## src/rtl/axi4_burst_writer.sv

```systemverilog
// Write-side DMA master: one command (address, beat count) becomes a series of
// AXI4 INCR bursts, never crossing a 4 KB page, with one burst outstanding at a time.
module axi4_burst_writer #(
  parameter int ADDR_WIDTH = 32,
  parameter int DATA_WIDTH = 64,
  parameter int MAX_BURST  = 16,
  parameter int CNT_WIDTH  = 16
) (
  input  logic                    ACLK,
  input  logic                    ARESETN,
  input  logic                    cmd_valid,
  output logic                    cmd_ready,
  input  logic [ADDR_WIDTH-1:0]   cmd_addr,
  input  logic [CNT_WIDTH-1:0]    cmd_beats,
  input  logic [DATA_WIDTH-1:0]   s_data,
  input  logic                    s_valid,
  output logic                    s_ready,
  output logic                    busy,
  output logic                    done,
  output logic                    err,
  output logic [0:0]              M_AXI_AWID,
  output logic [ADDR_WIDTH-1:0]   M_AXI_AWADDR,
  output logic [7:0]              M_AXI_AWLEN,
  output logic [2:0]              M_AXI_AWSIZE,
  output logic [1:0]              M_AXI_AWBURST,
  output logic                    M_AXI_AWLOCK,
  output logic [3:0]              M_AXI_AWCACHE,
  output logic [2:0]              M_AXI_AWPROT,
  output logic [3:0]              M_AXI_AWQOS,
  output logic [7:0]              M_AXI_AWUSER,
  output logic                    M_AXI_AWVALID,
  input  logic                    M_AXI_AWREADY,
  output logic [DATA_WIDTH-1:0]   M_AXI_WDATA,
  output logic [DATA_WIDTH/8-1:0] M_AXI_WSTRB,
  output logic [DATA_WIDTH/8-1:0] M_AXI_WUSER,
  output logic                    M_AXI_WLAST,
  output logic                    M_AXI_WVALID,
  input  logic                    M_AXI_WREADY,
  input  logic [0:0]              M_AXI_BID,
  input  logic [1:0]              M_AXI_BRESP,
  input  logic [7:0]              M_AXI_BUSER,
  input  logic                    M_AXI_BVALID,
  output logic                    M_AXI_BREADY
);

  typedef enum logic [2:0] {S_IDLE, S_CALC, S_AW, S_W, S_B, S_FIN} state_t;

  state_t                r_state, w_next;
  logic [ADDR_WIDTH-1:0] r_addr, r_awaddr;
  logic [CNT_WIDTH-1:0]  r_rem;
  logic [8:0]            r_len, r_cnt;
  logic [7:0]            r_awlen;
  logic                  r_awvalid, r_err, r_done;

  logic [12:0]           w_page_bytes;
  logic [9:0]            w_page_beats;
  logic [8:0]            w_cap, w_len;
  logic                  w_wbeat;
  logic                  w_unused;

  // Burst length = min(remaining, MAX_BURST, beats left before the next 4 KB page)
  assign w_page_bytes = 13'h1000 - {1'b0, r_addr[11:0]};
  assign w_page_beats = w_page_bytes[12:3];
  assign w_cap        = (w_page_beats > 10'(MAX_BURST)) ? 9'(MAX_BURST) : w_page_beats[8:0];
  assign w_len        = (CNT_WIDTH'(w_cap) > r_rem) ? 9'(r_rem) : w_cap;
  assign w_wbeat      = (r_state == S_W) && s_valid && M_AXI_WREADY;

  always_ff @(posedge ACLK or negedge ARESETN) begin
    if (!ARESETN) r_state <= S_IDLE;
    else          r_state <= w_next;
  end

  always_comb begin
    w_next = r_state;
    case (r_state)
      S_IDLE: if (cmd_valid) w_next = (cmd_beats == '0) ? S_FIN : S_CALC;
      S_CALC: w_next = S_AW;
      S_AW:   if (M_AXI_AWREADY) w_next = S_W;
      S_W:    if (w_wbeat && (r_cnt == 9'd1)) w_next = S_B;
      S_B:    if (M_AXI_BVALID) w_next = (r_rem == CNT_WIDTH'(r_len)) ? S_FIN : S_CALC;
      S_FIN:  w_next = S_IDLE;
      default: w_next = S_IDLE;
    endcase
  end

  always_ff @(posedge ACLK or negedge ARESETN) begin
    if (!ARESETN) begin
      r_addr    <= '0;
      r_rem     <= '0;
      r_len     <= '0;
      r_cnt     <= '0;
      r_awaddr  <= '0;
      r_awlen   <= '0;
      r_awvalid <= 1'b0;
      r_err     <= 1'b0;
      r_done    <= 1'b0;
    end else begin
      r_done <= (r_state == S_FIN);
      case (r_state)
        S_IDLE: if (cmd_valid) begin
          r_addr <= {cmd_addr[ADDR_WIDTH-1:3], 3'b000};
          r_rem  <= cmd_beats;
          r_err  <= 1'b0;
        end
        S_CALC: begin
          r_len     <= w_len;
          r_awaddr  <= r_addr;
          r_awlen   <= 8'(w_len - 9'd1);
          r_awvalid <= 1'b1;
        end
        S_AW: if (M_AXI_AWREADY) begin
          r_awvalid <= 1'b0;
          r_cnt     <= r_len;
        end
        S_W: if (w_wbeat) r_cnt <= r_cnt - 9'd1;
        // Error responses are recorded but never abort the remaining bursts
        S_B: if (M_AXI_BVALID) begin
          r_err  <= r_err | (M_AXI_BRESP != 2'b00);
          r_addr <= r_addr + ADDR_WIDTH'({r_len, 3'b000});
          r_rem  <= r_rem - CNT_WIDTH'(r_len);
        end
        default: ;
      endcase
    end
  end

  assign cmd_ready     = (r_state == S_IDLE);
  assign busy          = (r_state != S_IDLE);
  assign done          = r_done;
  assign err           = r_err;
  assign s_ready       = (r_state == S_W) && M_AXI_WREADY;
  assign M_AXI_WVALID  = (r_state == S_W) && s_valid;
  assign M_AXI_WLAST   = (r_state == S_W) && (r_cnt == 9'd1);
  assign M_AXI_WDATA   = s_data;
  assign M_AXI_WSTRB   = '1;
  assign M_AXI_WUSER   = '0;
  assign M_AXI_BREADY  = (r_state == S_B);
  assign M_AXI_AWADDR  = r_awaddr;
  assign M_AXI_AWLEN   = r_awlen;
  assign M_AXI_AWVALID = r_awvalid;
  assign M_AXI_AWID    = 1'b0;
  assign M_AXI_AWSIZE  = 3'b011;
  assign M_AXI_AWBURST = 2'b01;
  assign M_AXI_AWLOCK  = 1'b0;
  assign M_AXI_AWCACHE = 4'b0011;
  assign M_AXI_AWPROT  = 3'b000;
  assign M_AXI_AWQOS   = 4'b0000;
  assign M_AXI_AWUSER  = 8'h00;

  assign w_unused = ^{cmd_addr[2:0], M_AXI_BID, M_AXI_BUSER};

endmodule

```

## config.mk

```make
export PLATFORM = sky130hd
export DESIGN_NAME = axi4_burst_writer
export DESIGN_NICKNAME = d
export VERILOG_FILES = /design/src/rtl/axi4_burst_writer.sv
export SDC_FILE = /design/constraint.sdc
export NUM_CORES = 1
export LEC_CHECK = 0
export BUFFER_PORTS_ARGS = -buffer_cell sky130_fd_sc_hd__clkbuf_2
export CAP_MARGIN = 0
export CORE_ASPECT_RATIO = 2
export CORE_MARGIN = 10
export CORE_UTILIZATION = 45
export CTS_CLUSTER_SIZE = 8
export DETAILED_ROUTE_END_ITERATION = 16
export PLACE_DENSITY = 0.86
export RECOVER_POWER = 25
export SETUP_SLACK_MARGIN = 0.15
export SLEW_MARGIN = 20
export SYNTH_ARGS = -nofsm -noshare
export SYNTH_HDL_FRONTEND = slang
export SYNTH_SLANG_ARGS = --single-unit
```

## constraint.sdc

```tcl
create_clock -name ACLK -period 3.6 [get_ports ACLK]
set_input_delay 0.18 -clock ACLK [delete_from_list [all_inputs] [get_ports ACLK]]
set_output_delay 0.18 -clock ACLK [all_outputs]
set_load 0.05 [all_outputs]
```

==> qor.yml <==
outcome:
  status: "complete, but fails checks"
  failed_checks: "max-capacitance violations, max-slew violations"
synthesis:
  synth-seq-area-share_pct: 36.13
  synth_xor_area_share_pct: 0.9545
  ys_seq_elements: 106
  synthCells: 900
  syn_area_um2: 7341
  synth.distinct_cells: 65
  synth_top_family_by_area: "simple AND/OR/NAND/NOR gates"
  synth-edff-count: 0
  ys_warn_count: 0
  synthSimpleGateAreaFrac_pct: 21.42
  ys.flop_type: "dfrtp_1"
  synthMuxAreaShare_pct: 1.295
  avgSynthCellArea_um2: 8.156
  synth_fa_ha_area_share_pct: 5.829
  ys_async_sr_fraction_pct: 100.0
  synth_compound_area_share_pct: 19.11
power_and_ir_drop:
  clockPowerShare_pct: 14.0
  ir_drop_mv: 0.5297
  power.density_nw_per_um2: 958.6
  swShare_pct: 51.76
  power_frac_comb_pct: 56.1
  p_sw_mw: 4.040
  p_int_mw: 3.765
  seqPwrFrac_pct: 29.9
  power.leakage_nw: 3.870
detailed_routing:
  vias: 6685
  drtIter0Drc: 391
  routedWlPerCell_um: 19.95
  first_pass_iters: 5
  drtAntennaViolNets: 0
  wirelength_mm: 23.07
  via_per_inst: 5.783
  drc: 0
global_route:
  track_usage_pct: 19.83
  grt_max_degree: 49
  grt_pass1_wl_mm: 34.67
  met3_usage_pct: 3.023
  use_met1_pct: 19.71
  antenna_found_initial: 0
  overflow: 0
  grt.met2_usage_pct: 34.37
  grt_pass1_vias: 6706
  top_usage_layer: "met2"
floorplan:
  die_h_um: 200.6
  dieArea_um2: 22130
  start_util_pct: 45.35
  io_pins: 285
  core-area_um2: 16190
  rows: 66
  die_x_um: 110.3
cts:
  path_clk_slew_ps: 80
  htreeDepth: 3
  cts-buffers-inserted: 9
  clock-sinks: 106
  cts_tree: "built"
  clock_latency_ps: 360
  clk_path_buf_depth: 2
  root_buffer: "clkbuf_16"
final_layout:
  drive_gt1_share_pct: 20.69
  nets: 1110
  fin_cells: 1156
  final_area_um2: 8143
  syn_to_final_growth_pct: 10.93
  diodes: 0
placed_design:
  portBuffers: 99
  place.gp.congestion: 0.9592
  place_area_um2: 7493
  hpwl_mm: 16.99
  numPlacedInstances: 1120
sta:
  maxSlewHeadroom_pct: -57.87
  drv_slew: 41
  fin_skew_ps: 9.329
  tightest_slew_ps: 2368
  period_minus_slack_ps: 3525
  rsz0062_at_grt: "yes"
  max_freq_mhz: 283.6
  post-route-period-util_pct: 97.93
  setup_viol: 0
  hold_viol_final: 0
critical_path:
  endpoint_kind: "flip-flop"
  critPathKind: "flip-flop to flip-flop"
  worst_setup_path_start_kind: "flip-flop"
  cp.arrival_ps: 3760
  required_ps: 3830
  crit_fanout: 5
  r2r_slack_ps: 70
flow_run:
  cap_violations: 1
worst_hold_path:
  hold_path.class: "input pin to flip-flop"
[per-stage QoR]
step / util, % / hold slack (ps) / setup TNS [ps] / worst slack (ps) / power, mW
global placement: 46.30 / 199.4 / 0 / 50.16 / 6.338
floorplan: - / -115.6 / 0 / 74.85 / 5.551
CTS: 49.14 / 74.36 / 0 / 82.85 / 7.645
finish: 50.31 / 75.85 / 0 / 74.52 / 7.806
global route: 50.31 / 100.0 / -144.7 / -62.43 / 8.319
detailed placement: 46.30 / 205.1 / -8.745 / -8.745 / 6.470
[critical path: stages (launching register included)]
cell and delay (ps):
dfrtp_1 410, inv_2 90, ha_4 150, nand2b_4 50, or4b_4 540, o21ai_4 100
nor3_4 70, and2_4 160, ha_4 210, nor2b_1 120, o211ai_1 200, a21oi_2 120
o211ai_4 300, nor2_2 110, a31oi_4 220, ha_4 190, nand3_1 90, xnor2_1 180
o21ai_1 70
[power by group through the flow]
stage          registers [mW]  clock network (mW)  logic [mW]
6_report                 2.33                1.09        4.38
4_1_cts                  2.29                1.10        4.26
5_1_grt                  2.40                1.14        4.79
3_5_place_dp             2.31                   0        4.16
2_1_floorplan            2.84                   0        2.71
3_3_place_gp             2.28                   0        4.05
[cell usage after synthesis, drive strengths merged (17+ instances only)]
| cell type | number | area share, % |
|---|---|---|
| nand2 | 137 | 7.0 |
| buf | 111 | 11 |
| dfrtp | 106 | 36 |
| a21oi | 73 | 5.0 |
| nor2 | 59 | 3.0 |
| o21ai | 58 | 4.0 |
| clkbuf | 41 | 2.1 |
| inv | 34 | 1.7 |
| ha | 31 | 5.3 |
| nand3 | 27 | 1.8 |
| nor3 | 25 | 1.9 |
| and3 | 21 | 1.8 |
| a211oi | 17 | 1.7 |
[flip-flops by register name, summed over array words and instances (netlist names)]
| name | count |
|---|---|
| M_AXI_AWLEN | 8 |
| r_len | 9 |
| r_cnt | 9 |
| M_AXI_AWVALID | 1 |
| r_rem | 16 |
| r_state | 3 |
| done | 1 |
| M_AXI_AWADDR | 29 |
| err | 1 |
| r_addr | 29 |
[path summary, 6_finish.rpt]
kind	start	end	cells after the start
min in group asynchronous	ARESETN	M_AXI_AWADDR[5]	2
max	r_addr[3]	M_AXI_AWLEN[6]	18
min	cmd_addr[25]	r_addr[25]	3
min reg2reg	M_AXI_AWADDR[26]	M_AXI_AWADDR[26]	2
max reg2reg	r_addr[3]	M_AXI_AWLEN[6]	18
max in group asynchronous	ARESETN	r_cnt[6]	3
[cell families after synthesis]
group / count (synthesis)
buffers and inverters: 186
flip-flops: 106
AND/OR/NAND/NOR: 333
XOR/XNOR: 8
multiplexers: 9
AO/OA/AOI/OAI: 223
other: 2
adder cells (fa/ha/maj): 33
[cell usage in the layout, fill, tap and decap left out, types with 8 or more instances in the layout]
master     instances
nand2_1          136
dfrtp_1          106
clkbuf_2          98
a21oi_1           69
nor2_1            55
o21ai_0           54
conb_1            49
inv_1             32
buf_4             32
ha_1              28
nand3_1           27
nor3_1            23
and3_1            21
a211oi_1          17
o21a_1            12
nor4_1            10
nor2b_1            9
clkbuf_16          9
nand4_1            8
buf_6              8
[layout make-up]
cell class              count  area, um2
clock buffers              11      232.7
clock inverters             5      86.33
fillers                  1534       8043
inverters                  34      127.6
multi-input cells         656       3954
flip-flops and latches    106       2653
well taps                 204      255.2
repair buffers            140      834.6
[layer usage]
layer	vias up	wire, um
li1	3082	-
met1	3136	7810
met2	327	11800
met3	140	1525
met4	0	1935
met5	-	0
[what timing repair did]
action                                  CTS  global route
gates resized for setup                   4            34
endpoints found under the hold margin    38             0
gates cloned                              1             0
setup buffers                            13             5
endpoints found under the setup margin    5            14
pin swaps                                 7            14
hold buffers                              1             0
(Power assumes the default switching activity.)
